`config.mk`:
```
export PLATFORM = sky130hd
export DESIGN_NAME = mem_port_arbiter
export DESIGN_NICKNAME = d
export VERILOG_FILES = /design/src/rtl/mem_port_arbiter_pkg.sv /design/src/rtl/rr_priority_picker.sv /design/src/rtl/mem_port_arbiter.sv
export SDC_FILE = /design/constraint.sdc
export NUM_CORES = 1
export LEC_CHECK = 0
export ABC_CLOCK_PERIOD_IN_PS = 2150
export CAP_MARGIN = 10
export CORE_AREA = 2 2 165 167
export CTS_CLUSTER_SIZE = 10
export DETAILED_ROUTE_END_ITERATION = 6
export DIE_AREA = 0 0 167 169
export PLACE_DENSITY_LB_ADDON = 0.25
export SYNTH_ARGS = -nofsm -noshare
export SYNTH_HDL_FRONTEND = slang
export SYNTH_HIERARCHICAL = 1
export SYNTH_SLANG_ARGS = --single-unit
```
`constraint.sdc`:
```
create_clock -name clk -period 2.15 [get_ports clk]
set_input_delay 0.43 -clock clk [delete_from_list [all_inputs] [get_ports clk]]
set_output_delay 0.43 -clock clk [all_outputs]
set_load 0.01 [all_outputs]
```
`src/rtl/mem_port_arbiter_pkg.sv`:
```
// Shared types for the memory port arbiter: memory request packet and arbiter FSM states.
package mem_port_arbiter_pkg;

  localparam int unsigned ADDR_W = 16;
  localparam int unsigned DATA_W = 32;

  typedef struct packed {
    logic              wen;
    logic [ADDR_W-1:0] addr;
    logic [DATA_W-1:0] wdata;
  } mem_req_t;

  typedef enum logic {
    ST_IDLE  = 1'b0,
    ST_OWNED = 1'b1
  } arb_state_t;

endpackage

```
`src/rtl/rr_priority_picker.sv`:
```
// Combinational round-robin picker: first asserted request searching upward from rr_ptr, wrapping.
module rr_priority_picker #(
  parameter int unsigned NUM_PORTS = 4,
  localparam int unsigned IDX_W = $clog2(NUM_PORTS)
) (
  input  logic [NUM_PORTS-1:0] req,
  input  logic [IDX_W-1:0]     rr_ptr,
  output logic                 valid,
  output logic [IDX_W-1:0]     winner
);

  int unsigned k;

  always_comb begin
    valid  = 1'b0;
    winner = '0;
    k      = 0;
    for (int unsigned i = 0; i < NUM_PORTS; i++) begin
      k = 32'(rr_ptr) + i;
      if (k >= NUM_PORTS) k = k - NUM_PORTS;
      if (!valid && req[IDX_W'(k)]) begin
        valid  = 1'b1;
        winner = IDX_W'(k);
      end
    end
  end

endmodule

```
`src/rtl/mem_port_arbiter.sv`:
```
// Round-robin arbiter granting one port at a time access to a single-port data memory,
// with optional bounded hold for atomic multi-cycle sequences.
module mem_port_arbiter
  import mem_port_arbiter_pkg::*;
#(
  parameter int unsigned NUM_PORTS = 4,
  parameter int unsigned MAX_HOLD  = 8,
  localparam int unsigned IDX_W = $clog2(NUM_PORTS),
  localparam int unsigned CNT_W = $clog2(MAX_HOLD + 1)
) (
  input  logic                 clk,
  input  logic                 rst_n,
  input  logic [NUM_PORTS-1:0] req,
  input  logic [NUM_PORTS-1:0] hold,
  input  mem_req_t             mem_req_in [NUM_PORTS],
  input  logic [DATA_W-1:0]    mem_rdata,
  output mem_req_t             mem_req_out,
  output logic [NUM_PORTS-1:0] grant,
  output logic [DATA_W-1:0]    rdata [NUM_PORTS],
  output logic [IDX_W-1:0]     owner,
  output logic                 timeout_pulse
);

  arb_state_t       state;
  logic [IDX_W-1:0] rr_ptr;
  logic [CNT_W-1:0] hold_cnt;
  logic             pick_valid;
  logic [IDX_W-1:0] pick_idx;
  logic [IDX_W-1:0] next_ptr;
  logic             owner_wants;
  logic             keep;

  rr_priority_picker #(
    .NUM_PORTS(NUM_PORTS)
  ) u_picker (
    .req    (req),
    .rr_ptr (rr_ptr),
    .valid  (pick_valid),
    .winner (pick_idx)
  );

  // Ownership is retained only while the owner keeps both req and hold and the hold budget remains.
  always_comb begin
    owner_wants   = (state == ST_OWNED) && req[owner] && hold[owner];
    keep          = owner_wants && (hold_cnt < CNT_W'(MAX_HOLD - 1));
    timeout_pulse = owner_wants && (hold_cnt == CNT_W'(MAX_HOLD - 1));
    next_ptr      = (pick_idx == IDX_W'(NUM_PORTS - 1)) ? '0 : pick_idx + IDX_W'(1);
  end

  always_ff @(posedge clk or negedge rst_n) begin
    if (!rst_n) begin
      state    <= ST_IDLE;
      grant    <= '0;
      owner    <= '0;
      rr_ptr   <= '0;
      hold_cnt <= '0;
    end else if (keep) begin
      hold_cnt <= hold_cnt + CNT_W'(1);
    end else if (pick_valid) begin
      state    <= ST_OWNED;
      owner    <= pick_idx;
      grant    <= NUM_PORTS'(1) << pick_idx;
      rr_ptr   <= next_ptr;
      hold_cnt <= '0;
    end else begin
      state    <= ST_IDLE;
      grant    <= '0;
      hold_cnt <= '0;
    end
  end

  // Memory sees the owner's packet only while it is granted and still requesting.
  always_comb begin
    mem_req_out = '0;
    if (grant[owner] && req[owner]) mem_req_out = mem_req_in[owner];
  end

  always_comb begin
    for (int unsigned i = 0; i < NUM_PORTS; i++) begin
      rdata[i] = (grant[i] && !mem_req_in[i].wen) ? mem_rdata : '0;
    end
  end

endmodule

```
==> results of run 1 <==
==> power groups by stage <==
stage          registers [mW]  logic, mW  clock network (mW)
6_report                0.419       7.29               0.355
3_5_place_dp            0.449       5.62                   0
5_1_grt                 0.434       7.76               0.372
2_1_floorplan           0.413       2.77                   0
3_3_place_gp            0.451       5.66                   0
4_1_cts                 0.412       5.72               0.354
==> layer usage <==
| layer | wire length, um | vias up | track usage | part of all wire |
|---|---|---|---|---|
| li1 | - | 2223 | - | - |
| met4 | 327 | 2 | 0.01724 | 0.014 |
| met1 | 8347 | 2260 | 0.1348 | 0.36 |
| met3 | 1889 | 27 | 0.03554 | 0.082 |
| met2 | 12440 | 278 | 0.2330 | 0.54 |
| met5 | 13 | - | 0 | 0.00056 |
==> cell families after synthesis <==
family | Yosys count
buffers and inverters | 47
adders and majority gates | 5
xor gates and xnor gates | 1
AOI/OAI and AO/OA | 9
muxes | 61
and+or+nand+nor | 201
DFF | 13
==> sequential cells by signal (all words and copies together) (netlist names) <==
signal,flops
grant,4
hold_cnt,4
owner,2
rr_ptr,2
state,1
==> area by class of cell <==
type	instances	area, um2
fill	2693	17270
timing repair buffer	532	5607
multi-input combinational	277	2730
tap	341	426.7
sequential	13	330.3
clock buffer	4	78.83
inverter	13	53.80
antenna	1	2.502
==> how the worst max path moves through the flow <==
stage	startpoint	end	slack, ns	depth (start not counted)
after CTS	owner[0]	mem_req_out[26]	-0.54	5
after global placement	req[3]	mem_req_out[11]	-0.54	5
final	owner[0]	mem_req_out[17]	-0.26	7
after global routing	owner[0]	mem_req_out[17]	-0.30	7
after floorplan	owner[0]	mem_req_out[38]	0.16	5
after detailed placement	req[3]	mem_req_out[11]	-0.53	5
==> worst max-delay path, delay by kind of cell (launching register included) <==
kind | cells | cell delay [ns]
buffers and inverters | 5 | 0.64
AND/OR/NAND/NOR | 1 | 0.18
flip-flops | 1 | 0.50
multiplexers | 1 | 0.41
==> through the flow <==
stage               setup WS (ns)  instance area, um2  setup TNS [ns]
finish                    -0.2579                9229          -11.95
global route              -0.2980                9226          -14.21
CTS                       -0.5422                8172          -41.23
detailed placement        -0.5254                8055          -58.08
global placement          -0.5357                8055          -58.25
floorplan                  0.1573                3148               0
==> cells in the final DEF (no fill, tap or decap), types with 5 or more instances in the layout <==
cell type	synthesis	layout
clkdlybuf4s50_1	0	235
dfrtp_1	13	11
nor2_1	11	7
clkbuf_16	0	16
dlygate4sd2_1	0	7
buf_12	0	15
and3_4	0	14
buf_2	7	32
and3_1	49	35
nand2_1	7	7
clkbuf_2	0	21
mux2i_1	6	6
mux4_2	51	51
ha_1	5	5
buf_6	1	26
and2_1	128	128
buf_4	0	63
inv_1	12	10
dlymetal6s2s_1	0	116
==> what timing repair did <==
item,in CTS,in global routing
endpoints found under the setup margin,179,177
buffers inserted,5,45
resized for setup,156,246
gates cloned,1,21
pin swaps,2,4
==> impl_metrics.toml, run 1 <==
[synthesis]
synth_enable_flop_cells = 0
synthesis.nets = 580
synth_commonest_cells = "and2_1 (128), mux4_2 (51), and3_1 (49)"
synth_top_flop_cell = "dfrtp_1"
synthMuxAreaShare = 0.3983
syn_area_um2 = 3148
synth_compound_area_frac = 0.02703
synth_top_family_by_area = "multiplexers"
synthSimpleGateAreaFrac = 0.3875
yosys.area.top_type = "mux4_2"
synth_cell_types = 27
synth-seq-area-share = 0.1033
ys_seq_elements = 13
yosysTopAreaCellShare = 0.3649
yosys_warnings = 6
synth-adder-area-share = 0.01987
synth_area_leaders = "mux4_2 (36%), and2_1 (25%), dfrtp_1 (10%)"
syn_area_per_cell_um2 = 9.341
synth_xor_area_frac = 0.002782
synth_most_common_cell = "and2_1"
synth_cells = 337
async_flop_share = 1.000

[route]
drtPass1Iterations = 4
ant_nets = 0
drtIter0Drc = 156
drc = 0
vias_per_cell = 4.056
vias = 4790
routedWlPerCell_um = 19.49
drt_wl_total_mm = 23.02

[power]
pwr-share-clk = 0.044
p_sw_mw = 3.190
power_density_nw_per_um2 = 873.9
power_leakage_nw = 5.811
p_int_mw = 4.875
fin_total_pwr_mw = 8.065
p_sw_frac = 0.3956
p_seq_frac = 0.052
power_frac_comb = 0.904
irDropWorstVdd_v = 0.0005408

[worst_hold_path]
hold_end = "hold_cnt[0]"
hp-class = "register to register"
hp-start = "hold_cnt[0]"
min_delay_path_depth = 1

[timing]
hold_violations = 0
relSlewSlack = 0.5913
min_period_ns = 2.408
slew_viol_final = 0
finalClockSkew_ns = 0.001308
fin_crit_sh = 1.120
setup_ws_ns = -0.2579
holdWs_ns = 0.4635
rsz0062_at_grt = "yes"
fmax_ghz = 0.4153
worst_pin_slew_ns = 0.6112
setup_viol = 55

[grt]
antenna_found_initial = 2
overflow = 0
grt.total_usage = 0.1215
grt_pass1_wl_mm = 27.10
grt_pass1_vias = 4756
grt_max_degree = 53

[clocking]
clockRootBuffer = "clkbuf_16"
insertion_delay_ns = 0.24
cts.clk_slew.worst_paths_ns = 0.04
hold_buffers = 0
cts-buffers-inserted = 3
cts.sinks = 13
clk_path_buf_depth = 2
htree_levels = 1
tritoncts = "built"

[final_layout]
post-route-util = 0.3483
drive_above_1_share = 0.3087
layoutNonFillerInstCount = 1181
area_delta_synth_final_pct = 193.2
fin_nets = 1083

[flow_run]
cap_violations = 0

[floorplan]
core-area_um2 = 26500
start_util = 0.1188
die_w_um = 167
row_count = 60
ioPinCount = 422
die_area_um2 = 28220
die_y_um = 169

[critical_path]
worstPathArrival_ns = 1.98
path_max_fanout = 6
ff2ff_path_depth = 7
cp-end-kind = "output pin"
reg2reg_from = "owner[0]"
critPathKind = "register to output pin"
crit_chain = "buf_12 > buf_16 > buf_12 > buf_6 > mux4_2 > and3_4 > buf_6"
crit_path_top_delay_cell = "dfrtp_4"
r2r_setup_slack_ns = -0.11
r2r_end = "owner[1]"
worst_ep_required_time_ns = 1.72
start_kind = "register"
max_stage_delay_ns = 0.50

[place]
gp_congestion = 0.7302
port_buffers = 421
hpwlAfterDp_mm = 15.31
place_inst = 1104

[status]
violations = "setup timing"
run_status = "finished with violations"
(Power assumes the default switching activity.)
==> run 2: changes to the inputs <==
--- a/config.mk
+++ b/config.mk
@@ -12,6 +12,7 @@
 export DETAILED_ROUTE_END_ITERATION = 6
 export DIE_AREA = 0 0 167 169
 export PLACE_DENSITY_LB_ADDON = 0.25
+export SLEW_MARGIN = 5
 export SYNTH_ARGS = -nofsm -noshare
 export SYNTH_HDL_FRONTEND = slang
 export SYNTH_HIERARCHICAL = 1
==> results of run 2 <==
Same layout as run 1: the final DEF is identical, and so are final timing and power.
